File: config.mk
export PLATFORM = sky130hd
export DESIGN_NAME = rc5_ctrl_flat
export DESIGN_NICKNAME = d
export VERILOG_FILES = /design/src/rtl/rc5_pkg.sv /design/src/rtl/rc5_if.sv /design/src/rtl/rc5_wrap_cnt.sv /design/src/rtl/rc5_ctrl.sv /design/src/flat_wrapper.sv
export SDC_FILE = /design/constraint.sdc
export NUM_CORES = 1
export LEC_CHECK = 0
export BUFFER_PORTS_ARGS = -buffer_cell sky130_fd_sc_hd__buf_2
export CORE_UTILIZATION = 57
export DETAILED_ROUTE_END_ITERATION = 8
export PLACE_DENSITY = 0.79
export SLEW_MARGIN = 20
export SYNTH_ARGS = -nofsm -noshare
export SYNTH_HDL_FRONTEND = slang
export SYNTH_SLANG_ARGS = --single-unit
File: constraint.sdc
create_clock -name clk -period 2.3 [get_ports clk]
set_input_delay 0.115 -clock clk [delete_from_list [all_inputs] [get_ports clk]]
set_output_delay 0.115 -clock clk [all_outputs]
set_load 0.005 [all_outputs]
File: src/rtl/rc5_pkg.sv
// Shared types and constants for the RC5 key-schedule / block controller and its datapath.
package rc5_pkg;

    localparam int ROUNDS_DEF    = 12;
    localparam int KEY_WORDS_DEF = 4;
    localparam int T_DEF         = 2 * ROUNDS_DEF + 2;

    // Magic constants consumed by the datapath when it builds the S table.
    localparam logic [31:0] P32 = 32'hB7E15163;
    localparam logic [31:0] Q32 = 32'h9E3779B9;

    typedef enum logic [2:0] {
        ST_IDLE,
        ST_KEY_INIT,
        ST_KEY_MIX,
        ST_READY,
        ST_PRE,
        ST_ROUND,
        ST_POST,
        ST_DONE
    } state_t;

    typedef enum logic [2:0] {
        OP_NOP     = 3'd0,
        OP_S_INIT  = 3'd1,
        OP_MIX     = 3'd2,
        OP_PRE     = 3'd3,
        OP_ENC_RND = 3'd4,
        OP_DEC_RND = 3'd5,
        OP_POST    = 3'd6
    } dp_op_t;

    function automatic int mix_cycles(input int t, input int kw);
        return 3 * ((t > kw) ? t : kw);
    endfunction

endpackage

File: src/rtl/rc5_if.sv
// Command/status bundle between the host (master) and the RC5 controller (slave).
interface rc5_if;

    logic             key_load;
    logic             encrypt;
    logic             decrypt;
    logic             start;

    logic             start_ready;
    logic             key_valid;
    logic             busy;
    logic             done;
    logic             err;
    rc5_pkg::dp_op_t  dp_op;
    logic [4:0]       s_idx;
    logic [1:0]       l_idx;
    logic [3:0]       pair_idx;
    logic             s_we;
    logic             l_we;

    modport master (
        output key_load, encrypt, decrypt, start,
        input  start_ready, key_valid, busy, done, err,
        input  dp_op, s_idx, l_idx, pair_idx, s_we, l_we
    );

    modport slave (
        input  key_load, encrypt, decrypt, start,
        output start_ready, key_valid, busy, done, err,
        output dp_op, s_idx, l_idx, pair_idx, s_we, l_we
    );

endinterface

File: src/rtl/rc5_wrap_cnt.sv
// Modulo-MOD up/down counter; o_wrap flags the enabled step that wraps (MOD-1 -> 0 or 0 -> MOD-1).
module rc5_wrap_cnt #(
    parameter int MOD = 26,
    parameter int W   = 5
) (
    input  logic         clk,
    input  logic         rst,
    input  logic         i_clr,
    input  logic         i_load,
    input  logic [W-1:0] i_load_val,
    input  logic         i_en,
    input  logic         i_down,
    output logic [W-1:0] o_cnt,
    output logic         o_wrap
);

    localparam logic [W-1:0] LAST = W'(MOD - 1);
    localparam logic [W-1:0] ONE  = W'(1);

    logic [W-1:0] r_cnt;

    assign o_wrap = i_en && (i_down ? (r_cnt == '0) : (r_cnt == LAST));
    assign o_cnt  = r_cnt;

    // NOTE: sequential state uses non-blocking assignments so every flop samples pre-edge values.
    always_ff @(posedge clk or negedge rst) begin
        if (!rst) begin
            r_cnt <= '0;
        end else if (i_clr) begin
            r_cnt <= '0;
        end else if (i_load) begin
            r_cnt <= i_load_val;
        end else if (i_en) begin
            if (o_wrap) r_cnt <= i_down ? LAST : '0;
            else        r_cnt <= i_down ? (r_cnt - ONE) : (r_cnt + ONE);
        end
    end

endmodule

File: src/rtl/rc5_ctrl.sv
// RC5 controller: sequences key expansion and block rounds for an external datapath.
module rc5_ctrl
    import rc5_pkg::*;
#(
    parameter int ROUNDS    = ROUNDS_DEF,
    parameter int KEY_WORDS = KEY_WORDS_DEF
) (
    input  logic    clk,
    input  logic    rst,
    rc5_if.slave    bus
);

    localparam int         T          = 2 * ROUNDS + 2;
    localparam int         MIX_CYC    = mix_cycles(T, KEY_WORDS);
    localparam int         CYC_W      = $clog2(MIX_CYC);
    localparam logic [3:0] PAIR_LAST  = 4'(ROUNDS);
    localparam logic [3:0] PAIR_FIRST = 4'd1;

    state_t r_state, w_state_nxt;
    logic   r_dir_dec, w_dir_dec_nxt;
    logic   w_err_nxt, w_key_start, w_blk_start, w_idle_nxt;
    dp_op_t r_dp_op, w_dp_op_nxt;

    logic r_s_we, r_l_we, r_busy, r_done, r_err, r_start_ready, r_key_valid;

    logic [4:0]       w_s_idx;
    logic [1:0]       w_l_idx;
    logic [3:0]       w_pair_idx;
    logic [CYC_W-1:0] w_cyc_cnt_unused;
    logic             w_s_wrap, w_l_wrap_unused, w_pair_wrap, w_cyc_wrap;

    // NOTE: every combinational output gets a default first so no path can infer a latch.
    always_comb begin
        w_state_nxt   = r_state;
        w_dir_dec_nxt = r_dir_dec;
        w_err_nxt     = 1'b0;
        w_key_start   = 1'b0;
        w_blk_start   = 1'b0;
        case (r_state)
            ST_IDLE, ST_READY: begin
                // key_load beats start; key_valid is only ever set while in READY here.
                if (bus.key_load) begin
                    w_state_nxt = ST_KEY_INIT;
                    w_key_start = 1'b1;
                end else if (bus.start) begin
                    if (r_key_valid && (bus.encrypt ^ bus.decrypt)) begin
                        w_blk_start   = 1'b1;
                        w_dir_dec_nxt = bus.decrypt;
                        w_state_nxt   = bus.decrypt ? ST_ROUND : ST_PRE;
                    end else begin
                        w_err_nxt = 1'b1;
                    end
                end
            end
            ST_KEY_INIT: if (w_s_wrap)   w_state_nxt = ST_KEY_MIX;
            ST_KEY_MIX:  if (w_cyc_wrap) w_state_nxt = ST_READY;
            ST_PRE:      w_state_nxt = ST_ROUND;
            ST_ROUND: begin
                if (!r_dir_dec && w_pair_wrap)              w_state_nxt = ST_DONE;
                else if (r_dir_dec && w_pair_idx == PAIR_FIRST) w_state_nxt = ST_POST;
            end
            ST_POST:     w_state_nxt = ST_DONE;
            ST_DONE:     w_state_nxt = ST_READY;
            default:     w_state_nxt = ST_IDLE;
        endcase
    end

    always_comb begin
        w_dp_op_nxt = OP_NOP;
        case (w_state_nxt)
            ST_KEY_INIT: w_dp_op_nxt = OP_S_INIT;
            ST_KEY_MIX:  w_dp_op_nxt = OP_MIX;
            ST_PRE:      w_dp_op_nxt = OP_PRE;
            ST_ROUND:    w_dp_op_nxt = w_dir_dec_nxt ? OP_DEC_RND : OP_ENC_RND;
            ST_POST:     w_dp_op_nxt = OP_POST;
            default:     w_dp_op_nxt = OP_NOP;
        endcase
    end

    assign w_idle_nxt = w_state_nxt inside {ST_IDLE, ST_READY, ST_DONE};

    always_ff @(posedge clk or negedge rst) begin
        if (!rst) begin
            r_state   <= ST_IDLE;
            r_dir_dec <= 1'b0;
        end else begin
            r_state   <= w_state_nxt;
            r_dir_dec <= w_dir_dec_nxt;
        end
    end

    // Status and strobes are decoded from the next state so they line up with the state register.
    always_ff @(posedge clk or negedge rst) begin
        if (!rst) begin
            r_dp_op       <= OP_NOP;
            r_s_we        <= 1'b0;
            r_l_we        <= 1'b0;
            r_busy        <= 1'b0;
            r_done        <= 1'b0;
            r_err         <= 1'b0;
            r_start_ready <= 1'b0;
            r_key_valid   <= 1'b0;
        end else begin
            r_dp_op       <= w_dp_op_nxt;
            r_s_we        <= w_state_nxt inside {ST_KEY_INIT, ST_KEY_MIX};
            r_l_we        <= (w_state_nxt == ST_KEY_MIX);
            r_busy        <= !(w_state_nxt inside {ST_IDLE, ST_READY});
            r_done        <= (w_state_nxt == ST_DONE);
            r_err         <= w_err_nxt;
            r_start_ready <= (w_state_nxt == ST_READY);
            r_key_valid   <= w_state_nxt inside {ST_READY, ST_PRE, ST_ROUND, ST_POST, ST_DONE};
        end
    end

    // s_idx runs straight through INIT into MIX; its T-1 -> 0 wrap marks the INIT/MIX boundary.
    rc5_wrap_cnt #(.MOD(T), .W(5)) u_s_cnt (
        .clk        (clk),
        .rst        (rst),
        .i_clr      (w_key_start || w_idle_nxt),
        .i_load     (1'b0),
        .i_load_val (5'd0),
        .i_en       (r_state inside {ST_KEY_INIT, ST_KEY_MIX}),
        .i_down     (1'b0),
        .o_cnt      (w_s_idx),
        .o_wrap     (w_s_wrap)
    );

    rc5_wrap_cnt #(.MOD(KEY_WORDS), .W(2)) u_l_cnt (
        .clk        (clk),
        .rst        (rst),
        .i_clr      (w_key_start || w_idle_nxt),
        .i_load     (1'b0),
        .i_load_val (2'd0),
        .i_en       (r_state == ST_KEY_MIX),
        .i_down     (1'b0),
        .o_cnt      (w_l_idx),
        .o_wrap     (w_l_wrap_unused)
    );

    rc5_wrap_cnt #(.MOD(ROUNDS + 1), .W(4)) u_pair_cnt (
        .clk        (clk),
        .rst        (rst),
        .i_clr      (w_key_start || w_idle_nxt),
        .i_load     (w_blk_start),
        .i_load_val (w_dir_dec_nxt ? PAIR_LAST : 4'd0),
        .i_en       (r_state inside {ST_PRE, ST_ROUND}),
        .i_down     (r_dir_dec),
        .o_cnt      (w_pair_idx),
        .o_wrap     (w_pair_wrap)
    );

    rc5_wrap_cnt #(.MOD(MIX_CYC), .W(CYC_W)) u_cyc_cnt (
        .clk        (clk),
        .rst        (rst),
        .i_clr      (r_state != ST_KEY_MIX),
        .i_load     (1'b0),
        .i_load_val ('0),
        .i_en       (1'b1),
        .i_down     (1'b0),
        .o_cnt      (w_cyc_cnt_unused),
        .o_wrap     (w_cyc_wrap)
    );

    assign bus.dp_op       = r_dp_op;
    assign bus.s_idx       = w_s_idx;
    assign bus.l_idx       = w_l_idx;
    assign bus.pair_idx    = w_pair_idx;
    assign bus.s_we        = r_s_we;
    assign bus.l_we        = r_l_we;
    assign bus.busy        = r_busy;
    assign bus.done        = r_done;
    assign bus.err         = r_err;
    assign bus.start_ready = r_start_ready;
    assign bus.key_valid   = r_key_valid;

endmodule

File: src/flat_wrapper.sv
// flat-port wrapper written by rule: the top's interface ports become plain ports
module rc5_ctrl_flat import rc5_pkg::*;
#(
    parameter int ROUNDS    = ROUNDS_DEF,
    parameter int KEY_WORDS = KEY_WORDS_DEF
)
  (clk, rst, bus_key_load, bus_encrypt, bus_decrypt, bus_start, bus_start_ready, bus_key_valid, bus_busy, bus_done, bus_err, bus_dp_op, bus_s_idx, bus_l_idx, bus_pair_idx, bus_s_we, bus_l_we);
  rc5_if bus_i ();
  input  logic clk;
  input  logic rst;
  input wire logic [$bits(bus_i.key_load)-1:0] bus_key_load;
  input wire logic [$bits(bus_i.encrypt)-1:0] bus_encrypt;
  input wire logic [$bits(bus_i.decrypt)-1:0] bus_decrypt;
  input wire logic [$bits(bus_i.start)-1:0] bus_start;
  output wire logic [$bits(bus_i.start_ready)-1:0] bus_start_ready;
  output wire logic [$bits(bus_i.key_valid)-1:0] bus_key_valid;
  output wire logic [$bits(bus_i.busy)-1:0] bus_busy;
  output wire logic [$bits(bus_i.done)-1:0] bus_done;
  output wire logic [$bits(bus_i.err)-1:0] bus_err;
  output wire logic [$bits(bus_i.dp_op)-1:0] bus_dp_op;
  output wire logic [$bits(bus_i.s_idx)-1:0] bus_s_idx;
  output wire logic [$bits(bus_i.l_idx)-1:0] bus_l_idx;
  output wire logic [$bits(bus_i.pair_idx)-1:0] bus_pair_idx;
  output wire logic [$bits(bus_i.s_we)-1:0] bus_s_we;
  output wire logic [$bits(bus_i.l_we)-1:0] bus_l_we;
  assign bus_i.key_load = bus_key_load;
  assign bus_i.encrypt = bus_encrypt;
  assign bus_i.decrypt = bus_decrypt;
  assign bus_i.start = bus_start;
  assign bus_start_ready = bus_i.start_ready;
  assign bus_key_valid = bus_i.key_valid;
  assign bus_busy = bus_i.busy;
  assign bus_done = bus_i.done;
  assign bus_err = bus_i.err;
  assign bus_dp_op = bus_i.dp_op;
  assign bus_s_idx = bus_i.s_idx;
  assign bus_l_idx = bus_i.l_idx;
  assign bus_pair_idx = bus_i.pair_idx;
  assign bus_s_we = bus_i.s_we;
  assign bus_l_we = bus_i.l_we;
  rc5_ctrl #(.ROUNDS(ROUNDS), .KEY_WORDS(KEY_WORDS)) u_core (.clk(clk), .rst(rst), .bus(bus_i));
endmodule
# Word-level counts from Yosys, hierarchy flattened
# Index checks and enable logic that the tools add are counted.
# word_totals
ff_bits	32
output_inout_bits	21
input_bits	6
word_cells	103
# classes
add_sub_neg	5
n_eq_ne	20
n_mux	41
bitwise_logic	1
n_reduce_logical	22
# op_table
op	count
4-bit 2-to-1 mux	7
3-bit == test (second input constant)	8
3-bit 2-to-1 mux	7
3-bit case mux with 7 select lines	1
1-bit 2-to-1 mux	17
5-bit 2-to-1 mux	3
3-bit case mux with 5 select lines	1
7-bit 2-to-1 mux	2
3-bit by 2-bit == test with 1-bit output (second input constant)	4
2-bit nonzero test	6
7-bit by 1-bit adder with 7-bit output (second input constant)	1
7-bit == test (second input constant)	1
3-bit by 1-bit == test with 1-bit output (second input constant)	2
1-bit logical AND	6
3-bit zero test	2
2-bit 2-to-1 mux	3
3-bit nonzero test	2
5-bit by 1-bit adder with 5-bit output (second input constant)	1
5-bit == test (second input constant)	1
5-bit nonzero test	1
4-bit by 1-bit adder with 4-bit output (second input constant)	1
4-bit by 1-bit == test with 1-bit output (second input constant)	1
4-bit == test (second input constant)	1
4-bit zero test	1
other kinds (8)	9

# Logic depth before layout (Yosys ltp)
# Gate-level depths: netlist of the first run.
# depth
depth_word	10
mapped_depth	9
depth_no_buf	7

# Modules after synthesis
# A second synthesis of the first run with hierarchy kept.
# unflattened
cells_unflattened	268
hier_area_um2	2473.6
# by_module_without_submodules
mod	cells_each	seq_area_each_um2	area_each_um2	instances
rc5_ctrl	75	350.3	764.5	1
rc5_wrap_cnt (u_core.u_cyc_cnt)	75	175.2	658.1	1
rc5_wrap_cnt (u_core.u_s_cnt)	55	125.1	476.7	1
rc5_wrap_cnt (u_core.u_pair_cnt)	47	100.1	439.2	1
rc5_wrap_cnt (u_core.u_l_cnt)	16	50.0	135.1	1

# Least setup slack after synthesis of the first run
# No wires, ideal clock.
# synth_path
path_type	reg-to-reg
startpoint	register u_core.u_pair_cnt.r_cnt[0], in the netlist u_core.u_pair_cnt.o_cnt[0]
endpoint	register u_core.u_s_cnt.r_cnt[2], in the netlist u_core.u_s_cnt.o_cnt[2]
t_arrival_ns	1.757
period_less_slack_ns	1.877
t_required_ns	2.180
path_buffers	2
slack_ns	0.423
setup_ns	0.120
path_stages_with_launch	10
path_cell_list	dfrtp_1 > inv_1 > ha_1 > clkbuf_1 > nand2_1 > o211ai_1 > o311ai_2 > o22ai_2 > buf_6 > nor2_1
# synth_via
elab_chain_cells	10
word_cells_on_any_way	17
classes_between	eq/ne (4); mux (5); reduce/logical (8)
# synth_rtl
element	line	rtl
start: declaration	rc5_wrap_cnt.sv:20	logic [W-1:0] r_cnt;
start signal: assignment	rc5_wrap_cnt.sv:32	r_cnt <= i_load_val;
start signal: assignment	rc5_wrap_cnt.sv:34	if (o_wrap) r_cnt <= i_down ? LAST : '0;
start signal: assignment	rc5_wrap_cnt.sv:35	else r_cnt <= i_down ? (r_cnt - ONE) : (r_cnt + ONE);
4-bit == test / 4-bit zero test (equally long branches)	rc5_wrap_cnt.sv:22	assign o_wrap = i_en && (i_down ? (r_cnt == '0) : (r_cnt == LAST));
1-bit 2-to-1 mux	rc5_wrap_cnt.sv:22	
1-bit logical AND	rc5_wrap_cnt.sv:22	
1-bit logical AND	rc5_ctrl.sv:59	if (!r_dir_dec && w_pair_wrap) w_state_nxt = ST_DONE;
3-bit 2-to-1 mux (*)	rc5_ctrl.sv:59	
3-bit case mux with 7 select lines (*)	rc5_ctrl.sv:39	case (r_state)
3-bit by 2-bit == test with 1-bit output, or another cell as far along	rc5_ctrl.sv:80	assign w_idle_nxt = w_state_nxt inside {ST_IDLE, ST_READY, ST_DONE};
3-bit nonzero test (*)	rc5_ctrl.sv:80	
1-bit logical OR (*)	rc5_ctrl.sv:119	.i_clr (w_key_start || w_idle_nxt),
5-bit 2-to-1 mux / 2-bit nonzero test (equally long branches)	--	
end signal: assignment	rc5_wrap_cnt.sv:32	
end signal: assignment	rc5_wrap_cnt.sv:34	
end signal: assignment	rc5_wrap_cnt.sv:35	
end: declaration	rc5_wrap_cnt.sv:20	
# Every way passes the cells marked *; elsewhere a longest branch is shown, timed or not.
# A chain may end at the register's enable or synchronous reset.

# Worst setup path after layout of the first run
# layout_path
startpoint	register u_core.u_pair_cnt.r_cnt[0], in the netlist u_core.u_pair_cnt.o_cnt[0]
endpoint	register u_core.u_pair_cnt.r_cnt[1], in the netlist u_core.u_pair_cnt.o_cnt[1]
# layout_via
elab_chain_cells	10
word_cells_on_any_way	23
classes_between	add/sub (2); eq/ne (4); mux (9); reduce/logical (8)
# layout_rtl
element	line	rtl
4-bit == test / 4-bit zero test (equally long branches)	rc5_wrap_cnt.sv:22	
1-bit 2-to-1 mux	rc5_wrap_cnt.sv:22	
1-bit logical AND	rc5_wrap_cnt.sv:22	
1-bit logical AND	rc5_ctrl.sv:59	
3-bit 2-to-1 mux	rc5_ctrl.sv:59	
3-bit case mux with 7 select lines	rc5_ctrl.sv:39	
3-bit by 2-bit == test with 1-bit output, or another cell as far along	rc5_ctrl.sv:80	
3-bit nonzero test	rc5_ctrl.sv:80	
1-bit logical OR	rc5_ctrl.sv:143	.i_clr (w_key_start || w_idle_nxt),
3-bit nonzero test (no source line) / 4-bit 2-to-1 mux (equally long branches)	--	
# Several ways; a longest one is shown, not always the timed one. The select of a mux whose other input is x is not followed.

==> flow_summary.ini, run 1 <==
[global_route]
antenna_found_initial = 0
globalRouteTotalUtil = 0.251
grt_pass1_vias = 1453
grt_pass1_wl_um = 6560
overflow = 0
grt_max_degree = 33

[layout]
layout_commonest_cell = dfrtp_1
post-route-util = 0.683
synthToLayoutAreaGrowth_pct = 10.8
stdcell_count = 265
drive_above_1_share = 0.249
insertedDiodeCount = 0
final_cell_mix = dfrtp_1 (32), buf_2 (26), nor2_1 (25), nand2_1 (15), a21oi_1 (14)
nets = 235

[sta]
hold_violations = 0
slew_violations = 0
fin_skew_ns = 0.0119
maxSlewHeadroom = 0.536
post-route-period-util = 0.916
rsz0062_at_grt = no
timing.fmax_mhz = 475
worstMarginPinSlew_ns = 0.688
tns_ns = 0
finalSetupViolCount = 0
fin_crit_ns = 2.11

[synthesis]
synthArstFlopShare = 1.00
synth_seq_cells = 32
syn_nets = 211
ys_seq_area_frac = 0.412
synth_edf_count = 0
netlist.area_leader.share = 0.412
ys.warnings.count = 0
synth_cell_types = 58
synth_area_leader_cell = dfrtp_1
ys_top_cells_by_area = dfrtp_1 (41%), ha_1 (5.8%), nor2_1 (4.8%)
syn_avg_cell_area_um2 = 9.91
syn_inst = 196
synth_ff_type = dfrtp_1
netlist_area_um2 = 1940

[setup_path]
rr_startpoint = u_core.u_pair_cnt.o_cnt[0]
crit_path_start_kind = flop
cp_cell_sequence = inv_1 > ha_1 > nand2_1 > o211ai_1 > o311ai_2 > o22ai_2 > buf_4 > o32ai_1
reg2reg_depth = 8
critPathMaxStageDelay_ns = 0.48
end_kind = flop
cp.required_ns = 2.52
r2r-end = u_core.u_pair_cnt.o_cnt[1]
r2r_slack_ns = 0.19
cp.arrival_ns = 2.32
cp_slowest_cell = dfrtp_1
cp_max_fo = 11
worstSetupPathType = flop to flop

[die]
chipHeight_um = 60.4
boundaryPins = 27
initial_core_util = 0.616
placementRows = 20
core-area_um2 = 3150
fp.dieW_um = 60.4
die-area_um2 = 3650

[cts]
htreeDepth = 2
root_buffer = clkbuf_4
ctsResizeCount = 0
post_cts_buffers = 0
cts_tree = yes
clock_path_buffers = 2
clk_latency_ns = 0.34
clk_pin_slew_worst_paths_ns = 0.10
cts_buffers = 5
numClockSinks = 32

[placed_design]
gp_congestion = 0.905
dp_hpwl_um = 2760
port_buffers = 26
dp.cells = 256

[route]
via_count = 1528
wire_per_inst_um = 14.7
drc = 0
firstDrtPassIters = 4
wirelength_um = 3900
drt-initial-drc-count = 64
ant_nets = 0
viasPerCell = 5.77

[power_and_ir_drop]
ir_drop_mv = 0.554
p_comb_frac = 0.204
p_switching_w = 0.000406
p_int_w = 0.000973
power_frac_clock = 0.305
swShare = 0.294
p_leak_nw = 0.983
power.density_nw_per_um2 = 640
power_frac_seq = 0.491

[min_path]
hp-class = input port to flop
hp-start = bus_start
hold-path-endpoint = u_core.bus.err
hold_depth = 2

[outcome]
status = complete, no violations

[run]
maxCapViolCount = 0
## synthesized netlist by cell type (all sizes together) (2+ instances only)
master / n
dfrtp: 32
nor2: 25
a21oi: 15
nand2: 15
buf: 10
ha: 9
inv: 7
nand2b: 6
nand3: 6
nor3: 6
xor2: 6
a211oi: 4
mux2i: 4
o21ai: 4
o22ai: 4
and2: 3
nand4: 3
or2: 3
a2111oi: 2
and3: 2
and4b: 2
clkbuf: 2
nor3b: 2
o41ai: 2
or3: 2
xnor2: 2
## metal layers
| metal | share of wire | GRT usage | vias to the layer above |
|---|---|---|---|
| met5 | 0 | 0 | - |
| met4 | 0.018 | 0.110 | 0 |
| met3 | 0.046 | 0.0533 | 9 |
| met2 | 0.50 | 0.424 | 41 |
| met1 | 0.44 | 0.310 | 736 |
| li1 | - | - | 742 |
## what timing repair did
action / CTS / global route
setup endpoints to repair: 0 / 0
hold endpoints to repair: 32 / 0
hold buffers: 1 / 0
## sequential cells by signal, summed over array words and instances, names as in the netlist, 2 cells and up
| register | cells |
|---|---|
| u_core.bus.dp_op | 3 |
| u_core.r_state | 3 |
| u_core.u_cyc_cnt.o_cnt | 7 |
| u_core.u_l_cnt.o_cnt | 2 |
| u_core.u_pair_cnt.o_cnt | 4 |
| u_core.u_s_cnt.o_cnt | 5 |
## per-stage QoR
stage / hold slack (ns) / power [W] / worst slack (ns) / cell area [µm²]
after floorplan: -0.181 / 0.000874 / 0.423 / 1940
after global placement: 0.189 / 0.000953 / 0.337 / 2060
after detailed placement: 0.207 / 0.000969 / 0.240 / 2060
after CTS: 0.0409 / 0.00140 / 0.215 / 2150
after global routing: 0.0510 / 0.00147 / 0.0535 / 2150
final: 0.0534 / 0.00138 / 0.194 / 2150
## power by group through the flow
stage | logic, W | clock network, W | registers (W)
3_5_place_dp | 0.000281 | 0 | 0.000689
6_report | 0.000281 | 0.000421 | 0.000677
3_3_place_gp | 0.000272 | 0 | 0.000681
5_1_grt | 0.000323 | 0.000457 | 0.000686
2_1_floorplan | 0.000196 | 0 | 0.000678
4_1_cts | 0.000285 | 0.000433 | 0.000678
## worst max-delay path: cells and delay by family, from the launching register on
kind | cells | cell delay [ns]
AOI/OAI and AO/OA | 4 | 0.72
DFF | 1 | 0.48
buffers and inverters | 2 | 0.35
adders and majority gates | 1 | 0.32
and+or+nand+nor | 1 | 0.10
## logic make-up (layout without fill, tap and decap cells)
| logic type | after synthesis | count (layout) | synth area share |
|---|---|---|---|
| muxes | 5 | 5 | 0.0283 |
| buffers and inverters | 19 | 44 | 0.0586 |
| xor gates and xnor gates | 8 | 8 | 0.0438 |
| AOI/OAI and AO/OA | 42 | 42 | 0.175 |
| adders and majority gates | 9 | 9 | 0.0580 |
| and+or+nand+nor | 81 | 81 | 0.224 |
| DFF | 32 | 32 | 0.412 |
## area by class of cell
cell class / instances / area (µm²)
multi-input combinational: 145 / 1040
fill: 265 / 1000
sequential: 32 / 801
timing repair buffer: 29 / 155
tap: 44 / 55.1
clock inverter: 3 / 42.5
clock buffer: 5 / 37.5
inverter: 7 / 26.3
## worst max-delay path by stage
stage / startpoint / end / cells after the start
after floorplan: u_core.u_pair_cnt.o_cnt[0] / u_core.u_s_cnt.o_cnt[2] / 9
after global placement: u_core.u_pair_cnt.o_cnt[0] / u_core.u_pair_cnt.o_cnt[1] / 8
after detailed placement: u_core.u_pair_cnt.o_cnt[0] / u_core.u_pair_cnt.o_cnt[1] / 8
after CTS: u_core.u_pair_cnt.o_cnt[0] / u_core.u_pair_cnt.o_cnt[1] / 8
after global routing: u_core.u_pair_cnt.o_cnt[0] / u_core.u_pair_cnt.o_cnt[1] / 8
final: u_core.u_pair_cnt.o_cnt[0] / u_core.u_pair_cnt.o_cnt[1] / 8
Note: power is estimated with default switching activity, not from simulation.
==> inputs of run 2 (changes only) <==
- PLACE_DENSITY: 0.79 -> 0.82
==> run 2 against run 1 <==
Die area unchanged. Clock power shrank 21%. Design area decreased by 0.76%. Global-route usage down 0.39 points. Critical path type unchanged. Critical endpoint is now u_core.u_l_cnt.o_cnt[0].
==> flow_summary.ini, run 2 (synthesis gave the netlist of run 1 again) <==
[power_and_ir_drop]
power.density_nw_per_um2 = 606
ir_drop_mv = 0.311
p_leak_nw = 0.983

[sta]
rsz0062_at_grt = no
post-route-period-util = 0.924
worstMarginPinSlew_ns = 1.06
finalSetupViolCount = 0
tns_ns = 0
fin_skew_ns = 0.00676
hold_violations = 0
timing.fmax_mhz = 470
fin_crit_ns = 2.13
maxSlewHeadroom = 0.284
slew_violations = 0

[global_route]
antenna_found_initial = 0
globalRouteTotalUtil = 0.247
overflow = 0
grt_pass1_wl_um = 6470
grt_max_degree = 33
grt_pass1_vias = 1437

[layout]
layout_commonest_cell = dfrtp_1
insertedDiodeCount = 0
largest_register_ffs = 7
final_cell_mix = dfrtp_1 (32), buf_2 (26), nor2_1 (25), nand2_1 (15), a21oi_1 (14)
synthToLayoutAreaGrowth_pct = 9.98
drive_above_1_share = 0.252
nets = 236
post-route-util = 0.678

[placed_design]
port_buffers = 26
gp_congestion = 0.804
dp_hpwl_um = 2940

[run]
maxCapViolCount = 0

[die]
initial_core_util = 0.616
chipHeight_um = 60.4
fp.dieW_um = 60.4
boundaryPins = 27
core-area_um2 = 3150
die-area_um2 = 3650
placementRows = 20

[cts]
clk_latency_ns = 0.34
clock_path_buffers = 2
root_buffer = clkbuf_4
post_cts_buffers = 0
numClockSinks = 32
htreeDepth = 2
cts_buffers = 5
cts_tree = yes
clk_pin_slew_worst_paths_ns = 0.10

[route]
firstDrtPassIters = 4
viasPerCell = 5.76
drt-initial-drc-count = 107
wirelength_um = 3920
via_count = 1531
wire_per_inst_um = 14.7
drc = 0
ant_nets = 0

[outcome]
status = complete, no violations

[setup_path]
end_kind = flop
cp_slowest_cell = dfrtp_1
worstSetupPathType = flop to flop
cp_cell_sequence = inv_1 > ha_2 > nand2_1 > o211ai_1 > o311ai_2 > o22ai_2 > buf_4 > nor2_1
r2r_slack_ns = 0.17
cp.arrival_ns = 2.36
cp.required_ns = 2.54
crit_family = compound AO/OA/AOI/OAI gates
critPathMaxStageDelay_ns = 0.49
cp_max_fo = 9
cp.buffers_inverters = 2
crit_path_start_kind = flop

[min_path]
hp-class = input port to flop
run 2: stage by stage:
step	power (W)	setup slack, ns	hold WS, ns	cell area (µm²)	cells
2_1_floorplan	0.000874	0.423	-0.181	1940	196
3_3_place_gp	0.000950	0.330	0.192	2060	257
3_5_place_dp	0.000977	0.127	0.209	2060	257
4_1_cts	0.00131	0.101	0.0519	2130	266
5_1_grt	0.00138	0.00270	0.0771	2140	266
6_report	0.00130	0.174	0.0601	2140	266
run 2: path summary, 6_finish.rpt:
kind | from | end | cells after the start
setup / recovery | u_core.u_pair_cnt.o_cnt[0] | u_core.u_l_cnt.o_cnt[0] | 8
hold / removal | bus_start | u_core.bus.err | 2
setup reg to reg | u_core.u_pair_cnt.o_cnt[0] | u_core.u_l_cnt.o_cnt[0] | 8
hold reg to reg | u_core.u_cyc_cnt.o_cnt[0] | u_core.u_cyc_cnt.o_cnt[0] | 1
max in group asynchronous | rst | u_core.r_state[2] | 2
min in group asynchronous | rst | u_core.u_s_cnt.o_cnt[3] | 2
run 2: repair_timing:
action                                  4_1_cts  5_1_grt
resized for setup                             0        1
hold endpoints to repair                     32        0
hold buffers                                  1        0
endpoints found under the setup margin        0        9
run 2: power by group:
part | internal [W] | switching [W] | total [W]
logic | 0.000137 | 0.000148 | 0.000286
clock network | 0.000145 | 0.000187 | 0.000332
registers | 0.000612 | 0.0000657 | 0.000678
total | 0.000895 | 0.000401 | 0.00130
run 2: metal layers:
metal  global-route usage  vias up  part of all wire
li1                     -      739                 -
met1                0.303      729              0.44
met2                0.413       49              0.49
met3               0.0618       14             0.044
met4                0.110        0             0.024
met5                    0        -                 0
run 2: area by class of cell:
class                      count  area [µm²]
tap                           44        55.1
inverter                       7        26.3
timing repair buffer          30         163
multi-input combinational    145        1030
clock inverter                 2        10.0
clock buffer                   6        51.3
sequential                    32         801
fill                         279        1020
==> inputs of run 3 (changes only) <==
- BUFFER_PORTS_ARGS: -buffer_cell sky130_fd_sc_hd__buf_2 -> -buffer_cell sky130_fd_sc_hd__buf_4
==> run 3 against run 2 <==
Global-route usage increased by 1.0 points. Via count up 3.0%. Clock power is 31% higher. Design area up 4.9%. Sequential power up 0.7%. Hold slack got worse by 0.041 ns. Maximum frequency grew 0.29%. Cell count is 0.75% higher. Register-to-register slack about the same. Sequential share of layout area shrank 1.7 points. Count of clock-buffer cells in the layout fell by 1. Critical endpoint is now u_core.u_pair_cnt.o_cnt[1]. Highest routed layer unchanged.
==> flow_summary.ini, run 3 (synthesis gave the netlist of run 1 again) <==
[cts]
clk_latency_ns = 0.35
post_cts_buffers = 0
root_buffer = clkbuf_4
cts_tree = yes
clk_pin_slew_worst_paths_ns = 0.11
htreeDepth = 2
numClockSinks = 32
cts_buffers = 5
clock_path_buffers = 2

[power_and_ir_drop]
power_frac_clock = 0.304
p_int_w = 0.00100
power_frac_seq = 0.478
ir_drop_mv = 0.459
swShare = 0.300
power.density_nw_per_um2 = 637
p_comb_frac = 0.218
p_leak_nw = 1.01
power_w = 0.00143
p_switching_w = 0.000429

[sta]
rsz0062_at_grt = no
fin_skew_ns = 0.0112
finalSetupViolCount = 0
worstMarginPinSlew_ns = 0.627
slew_violations = 0
hold_violations = 0
maxSlewHeadroom = 0.577
tns_ns = 0
fin_crit_ns = 2.12
post-route-period-util = 0.922
timing.fmax_mhz = 472

[global_route]
globalRouteTotalUtil = 0.257
overflow = 0
grt_pass1_wl_um = 6800
antenna_found_initial = 0
grt_pass1_vias = 1540
grt_max_degree = 33

[route]
ant_nets = 0
wire_per_inst_um = 15.3
firstDrtPassIters = 5
drt-initial-drc-count = 120
wirelength_um = 4090
via_count = 1577
viasPerCell = 5.88
drc = 0

[layout]
layout_commonest_cell = dfrtp_1
insertedDiodeCount = 0
drive_above_1_share = 0.259
largest_register_ffs = 7
design_area_um2 = 2240
nets = 238
synthToLayoutAreaGrowth_pct = 15.3
final_cell_mix = dfrtp_1 (32), buf_4 (31), nor2_1 (25), nand2_1 (15), a21oi_1 (14)

[die]
core-area_um2 = 3150
chipHeight_um = 60.4
initial_core_util = 0.616
fp.dieW_um = 60.4
boundaryPins = 27
die-area_um2 = 3650
placementRows = 20

[setup_path]
cp.arrival_ns = 2.35
critPathMaxStageDelay_ns = 0.46
rr_startpoint = u_core.u_pair_cnt.o_cnt[1]
cp_cell_sequence = inv_1 > ha_1 > nand2_1 > o211ai_1 > o311ai_2 > o22ai_2 > buf_4 > o32ai_1
end_kind = flop
r2r_slack_ns = 0.18
reg2reg_depth = 8
r2r-end = u_core.u_pair_cnt.o_cnt[1]
crit_path_start_kind = flop
worstSetupPathType = flop to flop
cp_max_fo = 11
cp_slowest_cell = dfrtp_1
cp.required_ns = 2.53

[outcome]
status = complete, no violations

[run]
maxCapViolCount = 0

[placed_design]
dp_hpwl_um = 2880
gp_congestion = 0.815
port_buffers = 26
placed_area_um2 = 2140

[min_path]
hp-class = input port to flop
hp-start = bus_start
hold-path-endpoint = u_core.bus.err
hold_depth = 2
-- run 3: routing by layer --
| metal | GRT usage | routed length [µm] | up-vias |
|---|---|---|---|
| li1 | - | - | 746 |
| met1 | 0.310 | 1720 | 764 |
| met2 | 0.435 | 2060 | 55 |
| met3 | 0.0704 | 220 | 12 |
| met4 | 0.106 | 86 | 0 |
| met5 | 0 | 0 | - |
-- run 3: area by class of cell --
class | count | area [µm²]
clock buffers | 5 | 37.5
clock inverters | 3 | 42.5
fillers | 243 | 912
inverters | 7 | 26.3
multi-input cells | 145 | 1040
flip-flops and latches | 32 | 801
well taps | 44 | 55.1
repair buffers | 32 | 243
-- run 3: stage by stage --
step / hold slack, ns / util / cells / setup WS (ns)
finish: 0.0187 / 0.711 / 268 / 0.180
global route: 0.0129 / 0.711 / 268 / 0.00730
CTS: 0.00270 / 0.708 / 268 / 0.195
detailed placement: 0.0747 / 0.680 / 259 / 0.210
global placement: 0.0660 / 0.680 / 259 / 0.357
floorplan: -0.181 / - / 196 / 0.423
-- run 3: how the worst max path moves through the flow --
stage / from / to / slack, ns
global placement: u_core.u_pair_cnt.o_cnt[1] / u_core.u_pair_cnt.o_cnt[1] / 0.36
finish: u_core.u_pair_cnt.o_cnt[1] / u_core.u_pair_cnt.o_cnt[1] / 0.18
detailed placement: u_core.u_pair_cnt.o_cnt[1] / u_core.u_pair_cnt.o_cnt[1] / 0.21
global route: u_core.u_pair_cnt.o_cnt[1] / u_core.u_pair_cnt.o_cnt[1] / 0.007
CTS: u_core.u_pair_cnt.o_cnt[1] / u_core.u_pair_cnt.o_cnt[1] / 0.19
floorplan: u_core.u_pair_cnt.o_cnt[0] / u_core.u_s_cnt.o_cnt[2] / 0.42
-- run 3: what timing repair did --
action,4_1_cts,5_1_grt
gates resized for setup,0,0
hold buffers,1,0
hold endpoints to repair,32,0
-- run 3: worst max-delay path, delay by kind of cell, from the launching register on --
family / cells / cell delay, ns
and+or+nand+nor: 1 / 0.09
DFF: 1 / 0.46
buffers and inverters: 2 / 0.36
AOI/OAI and AO/OA: 4 / 0.76
adders and majority gates: 1 / 0.33
-- run 3: power groups by stage --
stage | logic (W) | registers (W) | clock network, W
global route | 0.000354 | 0.000692 | 0.000466
finish | 0.000312 | 0.000683 | 0.000434
CTS | 0.000313 | 0.000681 | 0.000445
floorplan | 0.000196 | 0.000678 | 0
detailed placement | 0.000307 | 0.000690 | 0
global placement | 0.000299 | 0.000684 | 0
